File: src/rtl/div_tick_pkg.sv
// rtl/div_tick_pkg.sv - shared state type, reset constant and default widths for the divided-tick controller
package div_tick_pkg;

    typedef enum logic {
        ST_IDLE = 1'b0,
        ST_RUN  = 1'b1
    } state_t;

    localparam int DIV_W_DEF = 8;
    localparam int NUM_W_DEF = 8;
    localparam int DIV_RST   = 4;

endpackage

File: src/rtl/div_tick_phase.sv
// rtl/div_tick_phase.sv - wrapping phase counter with clear/load/enable and terminal-count flag
// ph always holds the phase of the next counted cycle; term flags that this phase ends a period.
module div_tick_phase
    import div_tick_pkg::*;
#(
    parameter int DIV_W = DIV_W_DEF
) (
    input  logic             clk,
    input  logic             rst,
    input  logic             clear,
    input  logic             load,
    input  logic [DIV_W-1:0] load_val,
    input  logic             en,
    input  logic [DIV_W-1:0] div,
    output logic             term
);

    logic [DIV_W-1:0] ph;

    // >= rather than == so a stale phase can never run past the period
    assign term = (ph >= (div - DIV_W'(1)));

    always_ff @(posedge clk) begin
        if (rst || clear) begin
            ph <= '0;
        end else if (load) begin
            ph <= load_val;
        end else if (en) begin
            ph <= term ? '0 : ph + DIV_W'(1);
        end
    end

endmodule

File: src/rtl/div_tick_ctrl.sv
// rtl/div_tick_ctrl.sv - divided-tick sequencer top; optional DIV_TICK_CTRL_PAUSE_EN adds a pause input
// tick/done are decided one edge ahead so they leave registers with no input-to-output path.
module div_tick_ctrl
    import div_tick_pkg::*;
#(
    parameter int DIV_W = DIV_W_DEF,
    parameter int NUM_W = NUM_W_DEF
) (
    input  logic             clk,
    input  logic             rst,
    input  logic             cfg_valid,
    output logic             cfg_ready,
    input  logic [DIV_W-1:0] cfg_div,
    input  logic [NUM_W-1:0] cfg_num,
    input  logic             start,
    input  logic             stop,
`ifdef DIV_TICK_CTRL_PAUSE_EN
    input  logic             pause,
`endif
    output logic             tick,
    output logic [NUM_W-1:0] tick_idx,
    output logic             busy,
    output logic             done
);

    state_t           state;
    logic [DIV_W-1:0] div_r;
    logic [NUM_W-1:0] num_r;
    logic [NUM_W-1:0] tc;

    logic             cfg_hs;
    logic [DIV_W-1:0] div_in;
    logic [DIV_W-1:0] div_eff;
    logic [NUM_W-1:0] num_eff;
    logic             div_one;
    logic             run_go;
    logic             run_adv;
    logic             pause_i;
    logic             ph_clear;
    logic             ph_term;
    logic [DIV_W-1:0] ph_load_val;

`ifdef DIV_TICK_CTRL_PAUSE_EN
    assign pause_i = pause;
`else
    assign pause_i = 1'b0;
`endif

    assign cfg_ready = (state == ST_IDLE);
    assign busy      = (state == ST_RUN);
    assign cfg_hs    = cfg_valid && cfg_ready;
    assign div_in    = (cfg_div == '0) ? DIV_W'(1) : cfg_div;

    // a handshake in the start cycle feeds the new values straight into the run
    assign div_eff   = cfg_hs ? div_in : div_r;
    assign num_eff   = cfg_hs ? cfg_num : num_r;
    assign div_one   = (div_eff == DIV_W'(1));

    assign run_go    = (state == ST_IDLE) && start && !stop;
    assign run_adv   = (state == ST_RUN) && !stop && !done && !pause_i;
    assign ph_clear  = (state == ST_RUN) && (stop || done);

    // first RUN cycle consumes phase 0, so the counter is preloaded with the phase after it
    assign ph_load_val = div_one ? '0 : DIV_W'(1);

    div_tick_phase #(
        .DIV_W(DIV_W)
    ) u_phase (
        .clk      (clk),
        .rst      (rst),
        .clear    (ph_clear),
        .load     (run_go),
        .load_val (ph_load_val),
        .en       (run_adv),
        .div      (div_r),
        .term     (ph_term)
    );

    always_ff @(posedge clk) begin
        if (rst) begin
            state    <= ST_IDLE;
            div_r    <= DIV_W'(DIV_RST);
            num_r    <= '0;
            tc       <= '0;
            tick     <= 1'b0;
            tick_idx <= '0;
            done     <= 1'b0;
        end else begin
            tick <= 1'b0;
            done <= 1'b0;
            if (cfg_hs) begin
                div_r <= div_in;
                num_r <= cfg_num;
            end
            if (state == ST_IDLE) begin
                if (run_go) begin
                    state    <= ST_RUN;
                    tick     <= div_one;
                    tick_idx <= '0;
                    done     <= div_one && (num_eff == NUM_W'(1));
                    tc       <= div_one ? NUM_W'(1) : '0;
                end
            end else begin
                if (stop || done) begin
                    state <= ST_IDLE;
                end else if (!pause_i) begin
                    tick <= ph_term;
                    if (ph_term) begin
                        tick_idx <= tc;
                        tc       <= tc + NUM_W'(1);
                        done     <= (num_r != '0) && (tc == num_r - NUM_W'(1));
                    end
                end
            end
        end
    end

endmodule

File: config.mk
export PLATFORM = sky130hd
export DESIGN_NAME = div_tick_ctrl
export DESIGN_NICKNAME = d
export VERILOG_FILES = /design/src/rtl/div_tick_pkg.sv /design/src/rtl/div_tick_phase.sv /design/src/rtl/div_tick_ctrl.sv
export SDC_FILE = /design/constraint.sdc
export NUM_CORES = 1
export LEC_CHECK = 0
export ABC_CLOCK_PERIOD_IN_PS = 3000
export CORE_MARGIN = 4
export CORE_UTILIZATION = 54
export DETAILED_ROUTE_END_ITERATION = 10
export GPL_TIMING_DRIVEN = 0
export PLACE_DENSITY_LB_ADDON = 0.3
export SYNTH_ARGS = -nofsm -noshare
export SYNTH_HDL_FRONTEND = slang
export SYNTH_SLANG_ARGS = --single-unit
File: constraint.sdc
create_clock -name clk -period 3 [get_ports clk]
set_clock_uncertainty 0.05 [all_clocks]
set_input_delay 0.6 -clock clk [delete_from_list [all_inputs] [get_ports clk]]
set_output_delay 0.6 -clock clk [all_outputs]
set_load 0.05 [all_outputs]
==> impl.org, run 1 <==
** Pwr
- Share of total power consumed by net switching :: 0.258
- Across the VDD grid, the largest voltage drop is between 0.0002 and 0.00025 V.
- Cell-internal power :: 944 uW
- The share of total power dissipated in the clock network is 0.369.
- Leak :: 1.06 nW
- In this run the power density over the cells is between 400 and 500 mW/mm^2.
- Switching component of the power :: about 330 uW
- The share of total power dissipated in combinational logic is 0.156.
- Final Power :: 1.27 mW
- Portion of total power attributed to sequential cells :: 0.475

** Place
- Placed wire-length estimate after detailed placement :: 4.24 mm
- Count of input and output buffers :: 32
- Final Wtd Congestion :: 0.837
- Cell area after placement :: 0.00278 sq mm
- Total instance count after detailed placement :: 377

** Clock network
- The tree is rooted in a sky130_fd_sc_hd__clkbuf_8.
- In this run the number of H-tree levels came out at 2.
- In this run, CTS created clock tree buffers numbering 5.
- Clock latency reported for the late side of the worst-skew pair :: 0.29 ns
- The clock net in this run drives a total of 43 sinks.
- The number of hold buffers added after CTS was 0.
- CTS tree :: built
- The longest clock path from root to sink contains 2 buffers.
- Number of buffers inserted by post-CTS setup repair :: 0
- After clock tree synthesis, the clock-pin slew on the worst setup and hold paths is around 0.08 ns.

** STA
- Hold is met by 0.422 ns.
- Timing would allow up to approximately 350 MHz.
- Setup total negative slack on the finished layout was measured at 0 ns.
- Final worst path period share :: 0.956
- Counting I/O delays and the setup requirement, the final critical path takes roughly 2.9 ns.
- Total of endpoints with negative setup slack in the final report :: 0
- Hold violation total from the final report :: 0
- The worst pin sits at a relative slew slack of 0.491.
- Max Transition Viols Final :: 0
- For the pin with the worst max-slew slack, the measured transition is 0.758 ns.

** Die
- For this design the top-level I/O count stands at 33.
- In this run the horizontal extent of the chip is 74.6 um.
- The die covers 0.00557 sq mm.
- After floorplanning, the core was sized to cover 0.00414 sq mm.
- Floorplan row count :: 23
- DIE HEIGHT :: 74.6 um
- For this configuration, the core starts out at a cell density of 0.578.

** Cells and area
- Net count of the finished layout :: 368
- Layout fillers :: 358
- Relative to the synthesized area, the layout overhead comes to 21.3%.
- Combined flip-flop and latch cell area :: 861 sq um
- Total non-filler cell area in the finished layout :: 0.00291 sq mm
- Summing all multi-input logic gate instances after layout gives 0.00145 sq mm.
- Number of cells in the finished layout apart from fillers :: just under 400
- Antenna diodes :: 0
- Fraction of final layout cells with drive strength greater than 1 :: 0.0657

** Drt
- Vias :: 2237
- Vias per cell :: 5.81
- The final layout contains routed wiring with a total length of 5.57 mm.
- After the first detailed-routing iteration, the DRC count stood at 126.
- After detailed routing, the number of remaining DRC violations is 0.
- Total iterations of the first detailed-routing run :: 4
- The count of nets left with antenna violations once routing finished came out at 0.
- After detailed routing, the average wire length per cell comes to 14.5 um.

** Flow run
- The tool flagged a number of max-cap violations equal to 0.

** Setup path
- The kind of cell with the highest combined delay along the critical path is simple AND/OR/NAND/NOR gates.
- Among all stages on the critical path, the largest delay is contributed by sky130_fd_sc_hd__or3_1.
- The most critical setup path has its endpoint at u_phase.ph[0].
- The endpoint identified for the worst register-to-register timing path is u_phase.ph[0].
- STA classifies the critical path endpoint as a register.
- Worst-path maximum fanout :: 8
- R2R depth :: 11
- Data required, critical path :: 3.18 ns
- Ordered list of cells on the worst path :: nor4_2 -> nor2b_1 -> and3_1 -> xnor2_1 -> ha_1 -> a21oi_1 -> o21ai_2 -> or3_1 -> buf_2 -> o211ai_1 -> and3b_1
- Total buffers and inverters traversed by the critical path :: 1
- On the worst path, the slowest cell contributes a delay of 0.36 ns.
- Arrival time at the worst endpoint :: 3.05 ns
- In this run the register-to-register setup slack is roughly 0.13 ns.
- Worst Setup SP :: div_r[5]
- CP startpoint kind :: register
- Crit path depth :: 11
- The worst setup path is of the reg2reg kind.
- The startpoint identified for the worst register-to-register timing path is div_r[5].

** Synthesis
- Cell area after synthesis :: ~0.0024 sq mm
- Synthesized area per cell :: 8.12 sq um
- Netlist cell types :: 45
- Synthesis produced approximately 300 cells.
- Synth Net Count :: 329
- Count of warnings emitted by yosys :: 0
- For this run, the register share of the synthesized area comes to 0.359.
- Synthesis-stage register bit count :: 43

** Worst hold path
- Classification of the worst-slack hold path :: reg2reg

** GRT
- In the global route stage, overall resource usage came out at 0.215.
- Global-route wire length before repair :: 9.27 mm
- Number of antenna violations at the first check in global routing :: 0
- After global routing the overflow that remains totals 0.
- The via count of the first global-routing pass came to between 2000 and 2500.
- Pin count of the biggest net entering global routing :: 14

** Run status
- The flow ran to the end, and the final reports show no timing, DRC or antenna violations.
==> kinds of logic (layout without fill, tap and decap cells) <==
logic type | Yosys count | count (layout) | synth area share
flops | 43 | 43 | 0.359
simple gates | 134 | 134 | 0.282
buf+inv | 23 | 63 | 0.0381
fa+ha+maj | 13 | 13 | 0.0679
compound gates | 54 | 54 | 0.149
mux | 2 | 2 | 0.00888
xor+xnor | 26 | 26 | 0.0950
==> flip-flops by register name (all words and copies together), names as in the netlist <==
signal / count
div_r: 8
busy: 1
tc: 8
tick_idx: 8
num_r: 8
tick: 1
u_phase.ph: 8
done: 1
==> timing repair <==
action,4_1_cts,5_1_grt
setup endpoints to repair,0,16
endpoints found under the hold margin,0,0
gates resized for setup,0,2
==> worst min-delay path, stage by stage, from the launching register on <==
cell	delay [ns]
sky130_fd_sc_hd__dfxtp_1	0.32
sky130_fd_sc_hd__nand3_1	0.06
sky130_fd_sc_hd__a21oi_1	0.06
==> layout make-up <==
class	count	area share
multi-input combinational	229	0.500
sequential	43	0.296
timing repair buffer	32	0.110
clock buffer	6	0.0284
tap	50	0.0215
buffer	12	0.0172
inverter	11	0.0142
clock inverter	2	0.0121
==> power groups by stage <==
| stage | registers [mW] | logic, mW | clock network, mW |
|---|---|---|---|
| global route | 0.607 | 0.224 | 0.499 |
| floorplan | 0.615 | 0.131 | 0 |
| detailed placement | 0.617 | 0.197 | 0 |
| finish | 0.604 | 0.199 | 0.469 |
| CTS | 0.603 | 0.199 | 0.478 |
| global placement | 0.616 | 0.191 | 0 |
==> cell usage after synthesis, drive strengths merged <==
cell / number / area [sq um]
nor4: 6 / 58.8
and3b: 1 / 8.76
a22oi: 1 / 7.51
nand3: 17 / 85.1
clkbuf: 6 / 22.5
xnor2: 12 / 105
inv: 11 / 41.3
and3: 5 / 31.3
o22ai: 1 / 6.26
nor2: 22 / 82.6
and2: 2 / 12.5
o21a: 1 / 7.51
a21oi: 27 / 135
buf: 6 / 27.5
mux2: 1 / 11.3
nand2b: 1 / 6.26
or4: 1 / 11.3
o21ai: 8 / 43.8
a311oi: 1 / 26.3
nor2b: 8 / 50.1
nor4b: 2 / 17.5
o2111ai: 2 / 17.5
and4: 2 / 17.5
o211ai: 5 / 42.5
nand2: 53 / 199
a31oi: 2 / 12.5
nand3b: 2 / 15.0
nand4: 4 / 25.0
o21ba: 1 / 10.0
xor2: 14 / 123
ha: 13 / 163
a211oi: 2 / 15.0
o221a: 2 / 22.5
or3: 3 / 18.8
mux2i: 1 / 10.0
a32o: 1 / 10.0
nor3: 5 / 36.3
dfxtp: 43 / 861
==> metrics by stage <==
step / utilization / worst slack [ns]
6_report: 0.701 / 0.133
5_1_grt: 0.701 / -0.0749
4_1_cts: 0.699 / 0.0616
3_5_place_dp: 0.671 / 0.0930
3_3_place_gp: 0.671 / 0.192
2_1_floorplan: - / 0.484
==> worst min-delay path by stage <==
stage,startpoint,endpoint,slack (ns),cells after the start
after floorplan,num_r[6],num_r[6],0.41,2
after global placement,tick_idx[3],tick_idx[3],0.41,2
after detailed placement,tick_idx[4],tick_idx[4],0.42,2
after CTS,tick_idx[4],tick_idx[4],0.43,2
after global routing,tick_idx[5],tick_idx[5],0.45,2
final,tick_idx[4],tick_idx[4],0.42,2
==> cell usage in the layout, fill, tap and decap left out, types with 2 or more instances in the layout <==
master,count
sky130_fd_sc_hd__xnor2_1,12
sky130_fd_sc_hd__clkbuf_8,6
sky130_fd_sc_hd__nand3b_1,2
sky130_fd_sc_hd__nand2_1,53
sky130_fd_sc_hd__o2111ai_1,2
sky130_fd_sc_hd__o211ai_1,4
sky130_fd_sc_hd__clkbuf_1,6
sky130_fd_sc_hd__o21ai_0,5
sky130_fd_sc_hd__o221a_1,2
sky130_fd_sc_hd__nor3_1,4
sky130_fd_sc_hd__a21oi_1,27
sky130_fd_sc_hd__and4_1,2
sky130_fd_sc_hd__dfxtp_1,43
sky130_fd_sc_hd__buf_1,2
sky130_fd_sc_hd__nor4_1,3
sky130_fd_sc_hd__a211oi_1,2
sky130_fd_sc_hd__nor4_2,2
sky130_fd_sc_hd__nor2b_1,8
sky130_fd_sc_hd__nand3_1,17
sky130_fd_sc_hd__inv_1,11
sky130_fd_sc_hd__or3_1,3
sky130_fd_sc_hd__nor2_1,22
sky130_fd_sc_hd__buf_2,4
sky130_fd_sc_hd__o21ai_2,2
sky130_fd_sc_hd__a31oi_1,2
sky130_fd_sc_hd__xor2_1,14
sky130_fd_sc_hd__and2_1,2
sky130_fd_sc_hd__nor4b_1,2
sky130_fd_sc_hd__ha_1,13
sky130_fd_sc_hd__and3_1,5
sky130_fd_sc_hd__clkdlybuf4s50_1,32
sky130_fd_sc_hd__nand4_1,4
==> routing by layer <==
metal	GRT usage	vias up	wire length (um)
met1	0.283	1057	2460
met4	0.0553	0	74
met5	0	-	0
met2	0.360	67	2670
met3	0.0454	9	359
li1	-	1104	-
No activity file was read; power rests on OpenSTA's default activity.
==> run 2: changes to the inputs <==
Settings changed: GPL_ROUTABILITY_DRIVEN set to 1, TNS_END_PERCENT set to 10.
==> results of run 2 <==
Same layout as run 1: the final DEF is identical, and so are final timing and power.
